`src/rtl/tpu_issue_sequencer.sv`:
```
// rtl/tpu_issue_sequencer.sv - TPU instruction issue sequencer with hazard scoreboards
module tpu_issue_sequencer #(
  parameter int OPCODE_WIDTH = 6,
  parameter int CNT_W        = 16
) (
  input  logic             clk,
  input  logic             rst_n,
  input  logic             instr_valid,
  input  logic [31:0]      instr_data,
  output logic             instr_ready,
  output logic             sys_start,
  output logic [7:0]       sys_rows,
  output logic [7:0]       ub_rd_addr,
  input  logic             sys_done,
  output logic             wt_fifo_wr,
  input  logic             wt_fifo_full,
  output logic             vpu_start,
  output logic [3:0]       vpu_mode,
  input  logic             vpu_done,
  output logic             wt_buf_sel,
  output logic             acc_buf_sel,
  output logic             pipeline_stall,
  output logic [1:0]       current_stage,
  output logic             halted,
  output logic [CNT_W-1:0] issued_count
);

  typedef enum logic [1:0] {
    S_FETCH = 2'b00,
    S_ISSUE = 2'b01,
    S_DRAIN = 2'b10,
    S_HALT  = 2'b11
  } state_t;

  localparam logic [OPCODE_WIDTH-1:0] OP_MATMUL    = OPCODE_WIDTH'(1);
  localparam logic [OPCODE_WIDTH-1:0] OP_RD_WEIGHT = OPCODE_WIDTH'(2);
  localparam logic [OPCODE_WIDTH-1:0] OP_RELU      = OPCODE_WIDTH'(3);
  localparam logic [OPCODE_WIDTH-1:0] OP_SYNC      = OPCODE_WIDTH'(4);
  localparam logic [OPCODE_WIDTH-1:0] OP_HALT      = OPCODE_WIDTH'(5);
  localparam logic [3:0]              MODE_RELU    = 4'h1;

  state_t                  state_q, state_d;
  logic [OPCODE_WIDTH-1:0] op_q, op_d;
  logic [7:0]              arg1_q, arg1_d;
  logic [7:0]              arg3_q, arg3_d;
  logic                    sys_busy_q, sys_busy_d;
  logic                    vpu_busy_q, vpu_busy_d;
  logic                    sys_start_q, sys_start_d;
  logic [7:0]              sys_rows_q, sys_rows_d;
  logic [7:0]              ub_rd_addr_q, ub_rd_addr_d;
  logic                    wt_fifo_wr_q, wt_fifo_wr_d;
  logic                    vpu_start_q, vpu_start_d;
  logic [3:0]              vpu_mode_q, vpu_mode_d;
  logic                    wt_buf_sel_q, wt_buf_sel_d;
  logic                    acc_buf_sel_q, acc_buf_sel_d;
  logic [CNT_W-1:0]        issued_count_q, issued_count_d;

  // Flags and arg2 are not consumed by any supported opcode.
  logic unused_fields;
  assign unused_fields = &{instr_data[25:24], instr_data[15:8]};

  // Decode, hazard check, pulse generation and scoreboard update.
  always_comb begin
    state_d        = state_q;
    op_d           = op_q;
    arg1_d         = arg1_q;
    arg3_d         = arg3_q;
    sys_busy_d     = sys_busy_q & ~sys_done;
    vpu_busy_d     = vpu_busy_q & ~vpu_done;
    sys_start_d    = 1'b0;
    sys_rows_d     = 8'h00;
    ub_rd_addr_d   = 8'h00;
    wt_fifo_wr_d   = 1'b0;
    vpu_start_d    = 1'b0;
    vpu_mode_d     = 4'h0;
    wt_buf_sel_d   = wt_buf_sel_q;
    acc_buf_sel_d  = acc_buf_sel_q;
    issued_count_d = issued_count_q;
    instr_ready    = 1'b0;
    pipeline_stall = 1'b0;

    case (state_q)
      S_FETCH: begin
        instr_ready = 1'b1;
        if (instr_valid) begin
          op_d    = instr_data[31 -: OPCODE_WIDTH];
          arg1_d  = instr_data[23:16];
          arg3_d  = instr_data[7:0];
          state_d = S_ISSUE;
        end
      end
      S_ISSUE: begin
        case (op_q)
          OP_MATMUL: begin
            if (arg3_q == 8'h00) begin
              state_d = S_FETCH;
            end else if (sys_busy_q) begin
              pipeline_stall = 1'b1;
            end else begin
              sys_start_d    = 1'b1;
              sys_rows_d     = arg3_q;
              ub_rd_addr_d   = arg1_q;
              sys_busy_d     = 1'b1;
              issued_count_d = issued_count_q + CNT_W'(1);
              state_d        = S_FETCH;
            end
          end
          OP_RD_WEIGHT: begin
            if (wt_fifo_full) begin
              pipeline_stall = 1'b1;
            end else begin
              wt_fifo_wr_d   = 1'b1;
              issued_count_d = issued_count_q + CNT_W'(1);
              state_d        = S_FETCH;
            end
          end
          OP_RELU: begin
            // RELU reads accumulators, so it also waits on the array.
            if (vpu_busy_q || sys_busy_q) begin
              pipeline_stall = 1'b1;
            end else begin
              vpu_start_d    = 1'b1;
              vpu_mode_d     = MODE_RELU;
              vpu_busy_d     = 1'b1;
              issued_count_d = issued_count_q + CNT_W'(1);
              state_d        = S_FETCH;
            end
          end
          OP_SYNC: state_d = S_DRAIN;
          OP_HALT: state_d = S_HALT;
          default: state_d = S_FETCH;
        endcase
      end
      S_DRAIN: begin
        if (sys_busy_q || vpu_busy_q) begin
          pipeline_stall = 1'b1;
        end else begin
          wt_buf_sel_d   = ~wt_buf_sel_q;
          acc_buf_sel_d  = ~acc_buf_sel_q;
          issued_count_d = issued_count_q + CNT_W'(1);
          state_d        = S_FETCH;
        end
      end
      default: ;
    endcase
  end

  // State, instruction register, scoreboards and registered pulses.
  always_ff @(posedge clk or negedge rst_n) begin
    if (!rst_n) begin
      state_q        <= S_FETCH;
      op_q           <= '0;
      arg1_q         <= 8'h00;
      arg3_q         <= 8'h00;
      sys_busy_q     <= 1'b0;
      vpu_busy_q     <= 1'b0;
      sys_start_q    <= 1'b0;
      sys_rows_q     <= 8'h00;
      ub_rd_addr_q   <= 8'h00;
      wt_fifo_wr_q   <= 1'b0;
      vpu_start_q    <= 1'b0;
      vpu_mode_q     <= 4'h0;
      wt_buf_sel_q   <= 1'b0;
      acc_buf_sel_q  <= 1'b0;
      issued_count_q <= '0;
    end else begin
      state_q        <= state_d;
      op_q           <= op_d;
      arg1_q         <= arg1_d;
      arg3_q         <= arg3_d;
      sys_busy_q     <= sys_busy_d;
      vpu_busy_q     <= vpu_busy_d;
      sys_start_q    <= sys_start_d;
      sys_rows_q     <= sys_rows_d;
      ub_rd_addr_q   <= ub_rd_addr_d;
      wt_fifo_wr_q   <= wt_fifo_wr_d;
      vpu_start_q    <= vpu_start_d;
      vpu_mode_q     <= vpu_mode_d;
      wt_buf_sel_q   <= wt_buf_sel_d;
      acc_buf_sel_q  <= acc_buf_sel_d;
      issued_count_q <= issued_count_d;
    end
  end

  assign sys_start     = sys_start_q;
  assign sys_rows      = sys_rows_q;
  assign ub_rd_addr    = ub_rd_addr_q;
  assign wt_fifo_wr    = wt_fifo_wr_q;
  assign vpu_start     = vpu_start_q;
  assign vpu_mode      = vpu_mode_q;
  assign wt_buf_sel    = wt_buf_sel_q;
  assign acc_buf_sel   = acc_buf_sel_q;
  assign issued_count  = issued_count_q;
  assign current_stage = state_q;
  assign halted        = (state_q == S_HALT);

endmodule
```
`config.mk`:
```
export PLATFORM = sky130hd
export DESIGN_NAME = tpu_issue_sequencer
export DESIGN_NICKNAME = d
export VERILOG_FILES = /design/src/rtl/tpu_issue_sequencer.sv
export SDC_FILE = /design/constraint.sdc
export NUM_CORES = 1
export LEC_CHECK = 0
export CORE_AREA = 2 2 62 122
export DETAILED_ROUTE_END_ITERATION = 16
export DIE_AREA = 0 0 64 124
export PLACE_DENSITY = 0.82
export SLEW_MARGIN = 30
export SYNTH_ARGS = -nofsm -noshare
export SYNTH_HDL_FRONTEND = slang
export SYNTH_SLANG_ARGS = --single-unit
```
`constraint.sdc`:
```
create_clock -name clk -period 1.9 [get_ports clk]
set_clock_uncertainty 0.1 [all_clocks]
set_input_delay 0.475 -clock clk [delete_from_list [all_inputs] [get_ports clk]]
set_output_delay 0.475 -clock clk [all_outputs]
set_load 0.005 [all_outputs]
```
# [Yosys cells after proc, flatten, opt, wreduce, memory -nomap -nowiden]
# Cells that the tools add are included.
[totals] latchBits=0 rom_bits=0 elab_cells=94 output_inout_bits=46 n_memories=0 regBits=67 input_bits=38 ram_bits=0
[classes] n_div=0 n_eq_ne=14 bitwise_logic=7 magnitude_cmp=0 addsub=1 n_reduce_logical=9 n_shift=0 multipliers=0 n_mux=48
[ops] cell="$mux 16" n=4
[ops] cell="$mux 8" n=8
[ops] cell="$pmux 16 s3" n=1
[ops] cell="$pmux 16 s2" n=1
[ops] cell="$mux 1" n=25
[ops] cell="$add 16x1->16 const B" n=1
[ops] cell="$eq 6x2->1 const B" n=2
[ops] cell="$eq 6x3->1 const B" n=2
[ops] cell="$mux 2" n=5
[ops] cell="$pmux 2 s5" n=1
[ops] cell="$ne 3x3->1 const B" n=3
[ops] cell="$logic_not 8->1" n=1
[ops] cell="$eq 6x1->1 const B" n=1
[ops] cell="$pmux 2 s3" n=1
[ops] cell="$not 1->1" n=5
[ops] cell="$reduce_and 5->1" n=1
[ops] cell="$eq 2x2->1 const B" n=2
[ops] cell="$ne 4x2->1 const B" n=1
[ops] cell="$ne 4x4->1 const B" n=1
[ops] cell="$reduce_and 2->1" n=2
[ops] cell="$reduce_and 4->1" n=1
[ops] cell="$pmux 1 s3" n=1
[ops] cell="$reduce_bool 3->1" n=1
[ops] cell="$and 1x1->1" n=2
[ops] cell="other kinds (6)" n=6

# [Depth between registers and ports, before layout]
[depth] ltp_word=6 ltp_mapped=8 mapped_depth_nobuf=7

# [Least setup slack after synthesis]
# No wires, ideal clock.
[synth_timing] kind="flip-flop to flip-flop" start="reg state_q[1], in the netlist current_stage[1]" end="reg issued_count_q[5], in the netlist issued_count[5]" slack_ns=-0.017 path_stages_with_launch=9 arrival_time_ns=1.692 period_less_slack_ns=1.917 setup_ns=0.126 required_ns=1.674 n_path_buf=1 cell_sequence="dfrtp_1 > inv_1 > ha_1 > or2b_2 > o221a_4 > o311a_4 > buf_12 > nand3_4 > xnor2_2"
[synth_via] elab_chain_cells=3 word_cells_on_any_way=9 classes_between="eq/ne (6); mux (1); reduce/logical (2)"
[synth_rtl] item="start: declaration" line_no="42" source="state_t state_q, state_d;"
[synth_rtl] item="start signal: assignment" line_no="167" source="state_q <= state_d;"
[synth_rtl] item="$eq 2x1->1 or $eq 2x2->1 (tied branches)" line_no="82" source="case (state_q)"
[synth_rtl] item="$ne 4x2->1 (no line), or another cell as far along"
[synth_rtl] item="$reduce_and 5->1 (no line)"
[synth_rtl] item="end signal: assignment" line_no="181" source="issued_count_q <= issued_count_d;"
[synth_rtl] item="end: declaration" line_no="56" source="logic [CNT_W-1:0] issued_count_q, issued_count_d;"
# Several ways; a longest one is shown, not always the timed one.
# A chain may end at the register's enable or synchronous reset.

# [Final worst setup path]
[layout_timing] start="reg op_q[3]" end="out pipeline_stall"
[layout_via] elab_chain_cells=3 word_cells_on_any_way=5 classes_between="eq/ne (3); mux (2)"
[layout_rtl] item="start: declaration" line_no="43" source="logic [OPCODE_WIDTH-1:0] op_q, op_d;"
[layout_rtl] item="start signal: assignment" line_no="168" source="op_q <= op_d;"
[layout_rtl] item="$eq 6x2->1 or $eq 6x1->1 (tied branches)" line_no="93" source="case (op_q)"
[layout_rtl] item="$pmux 1 s3 *" line_no="93"
[layout_rtl] item="$pmux 1 s2 *" line_no="82"
[layout_rtl] item="end: declaration" line_no="22" source="output logic pipeline_stall,"
# Every way passes the cells marked *; elsewhere a longest branch is shown, timed or not.

==> results.md <==
- Final min period: 2.18 ns
- Global Route Usage Sum: 17.7%
- RSZ-0062 raised after global routing: yes
- Final number of hold-violating endpoints: 0
- Drt wl/cell: 14.9 um
- Internal: 3.95 mW
- Vias/cell: 4.86
- Syn avg cell area: 13.2 um2
- Max-slew violation count: 0
- IO Port Bufs: 70
- Vias: 2065
- Ys async rst share: 100%
- Worst EP required: 1.32 ns
- Total Die Area: 0.00794 mm2
- Ant diodes: 0
- Final GP Congestion: 0.827
- Crit path kind: reg -> out
- Yosys top cell area share: 55.4%
- Top Ports: 84
- Leakage: 1.97 nW
- Iteration-0 DRC Markers: 115
- Share of layout cells above drive strength 1: 37.0%
- Violated checks: setup timing
- CTS max path bufs: 2
- Initial antenna violation count: 0
- Grt met1 use: 17.6%
- WP data arrival: 1.60 ns
- CP startpoint kind: flop
- Reg2reg setup slack: -0.09 ns
- Nets: 375
- Sink Count: 63
- Reg-to-reg endpoint: issued_count[10]$_DFFE_PN0P_
- Initial Util: 41.0%
- CTS tree: done
- Number of synthesized flops with an enable pin: 0
- Clock Latency Late Sink: 0.32 ns
- H-tree depth: 3
- Largest fanout on the critical path: 3
- Synth area leader: dfrtp_1
- Pwr/cell area: 1300 mW/mm2
- Commonest cells after routing, fill and taps aside: clkdlybuf4s50_1 (64), dfrtp_1 (59), buf_4 (33)
- Seq/Total Area, Yosys: 55.4%
- Synth Instances: 215
- Switch Pwr: 1.68 mW
- Die X-Extent: 64 um
- Yosys cell types: 51
- Placed Area: 0.00387 mm2
- Drt pass-1 iters: 4
- Flops & latches, synth: 63
- Final Routed Wirelength: 6310 um
- GRT overflow: 0
- Gr busiest metal: met2
- Final ANT Viol Nets: 0
- Switching Share: 29.9%
- Final-layout fill cell count: 518
- Max_cap viols: 0
- DRC Markers: 0
- Fin cells: 425
- Area Overhead vs Synth: 52.6%
- Row Count: 43
- Area contributors post-synth: dfrtp_1 (55%), mux2_2 (8.7%), xnor2_1 (4.0%), and3_1 (2.6%), ha_1 (2.6%)
- Hold/Removal Path Class: in -> async
- Die Span Y: 124 um
- Max Fclk: 0.459 GHz
- Global-route wire length before repair: 10500 um
- Number of global-route vias before repair: 2248
- Synth warn: 0
- Core area: 0.00694 mm2
- Ratio of final minimum period to clock period: 115%
- Cell Area, Synth: 0.00285 mm2
- Final setup fails: 17
- Critical R2R Launch: current_stage[0]$_DFFE_PN0P_
- Met3 Use GR: 3.16%
- Clk slew on worst S/H paths: 0.05 ns
- CTS root buf: clkbuf_16
- Setup WS post-layout: -0.277 ns
- M2 GR Usage: 32.9%
- Flop pwr share: 35.7%
- Commonest non-fill, non-tap cell in the layout: clkdlybuf4s50_1
- Pin count of the biggest net entering global routing: 64
- Crit. Startpoint: op_q[3]$_DFFE_PN0P_
- Final non-filler cell area: 0.00435 mm2
- Maximum vdd drop: 0.672 mV
- R2R depth: 8
- Ys flop type: dfrtp_1
- Crit path to: pipeline_stall
- Combinational cell fraction of total power: 36.9%
- DP HPWL: 4440 um
- Total CTS buffers: 9
- Placed Cells: 400
- CTS Hold Buffers Added: 0
- CP endpoint kind: output port
- Clock group share of total power: 27.3%
- Outcome: finished, violations left
[worst min-delay path by stage]
stage / depth (start not counted) / to / from / slack (ns)
finish: 2 / issued_count[9]$_DFFE_PN0P_ / rst_n / 0.05
CTS: 2 / issued_count[10]$_DFFE_PN0P_ / rst_n / 0.06
global route: 2 / issued_count[9]$_DFFE_PN0P_ / rst_n / 0.09
detailed placement: 1 / issued_count[15]$_DFFE_PN0P_ / issued_count[15]$_DFFE_PN0P_ / 0.36
global placement: 1 / issued_count[15]$_DFFE_PN0P_ / issued_count[15]$_DFFE_PN0P_ / 0.36
floorplan: 0 / acc_buf_sel$_DFFE_PN0P_ / rst_n / 0.08
[cell families after synthesis]
family          count (synthesis)  synth area share (%)
compound gates                 19                  6.15
fa+ha+maj                       6                  2.64
xor+xnor                       17                  6.02
buf+inv                        17                  3.47
mux                            22                  8.70
simple gates                   70                  17.5
flops                          63                  55.4
other cells                     1                 0.132
[layer usage]
layer / up-vias / share of wire (%)
met4: 0 / 3.7
met3: 17 / 3.1
met2: 57 / 58
met1: 1012 / 35
met5: - / 0
li1: 979 / -
[power groups by stage]
| stage | Sequential [mW] | Clock, mW | Combinational (mW) |
|---|---|---|---|
| floorplan | 1.98 | 0 | 0.998 |
| finish | 2.01 | 1.54 | 2.08 |
| detailed placement | 2.00 | 0 | 1.79 |
| global route | 2.06 | 1.64 | 2.26 |
| CTS | 2.02 | 1.58 | 2.05 |
| global placement | 1.98 | 0 | 1.75 |
[synth_stat cells (2+ instances only)]
cell type / number
nor3_2: 3
a21o_1: 2
a21oi_1: 2
mux2_2: 22
nor2_1: 6
xnor2_1: 13
nand4_1: 6
buf_4: 5
nor4_2: 2
dfrtp_1: 63
and2_1: 10
nand2_2: 2
and3_1: 12
buf_1: 2
nand2_1: 7
nand3_1: 2
xnor2_2: 3
o21ai_0: 4
nand3_2: 4
nor3_1: 2
inv_1: 8
ha_1: 6
[repair_timing]
action                                  4_1_cts  5_1_grt
pin swaps                                    28       12
buffers inserted                              6        5
gates resized for setup                      33        7
cloned                                        1        0
endpoints found under the setup margin       21       21
[worst max-delay path, stage by stage (launching register included)]
cell and delay, ns:
dfrtp_1 0.42, nor4_4 0.38, buf_4 0.18, o21ai_2 0.05, a21oi_2 0.13, buf_2 0.12
[layout make-up]
class,instances,area (um2),area share (%)
Sequential cell,63,1580,36.4
Multi-Input combinational cell,138,1300,30.0
Timing Repair Buffer,111,1040,23.9
Clock buffer,11,233,5.36
Tap cell,90,113,2.59
Clock inverter,4,47.5,1.09
Inverter,8,30.0,0.691
[sequential cells by signal (all words and copies together), names as in the netlist]
signal and cells:
arg3_q 8, ub_rd_addr 8, acc_buf_sel 1, current_stage 2
sys_busy_q 1, sys_start 1, op_q 6, sys_rows 8
vpu_busy_q 1, wt_fifo_wr 1, vpu_mode 1, wt_buf_sel 1
issued_count 16, arg1_q 8
[per-stage QoR]
step                utilization, %  setup WS, ns  hold slack (ns)  total power, mW  TNS, ns
detailed placement            55.8        -0.611            0.362             3.78    -6.85
floorplan                        -        0.0158           0.0794             2.98        0
global route                  62.6        -0.348           0.0914             5.97    -2.01
CTS                           62.0        -0.299           0.0647             5.65   -0.872
finish                        62.6        -0.277           0.0514             5.64   -0.869
global placement              55.8        -0.596            0.362             3.73    -6.35
Power figures use the tool's default switching activity.
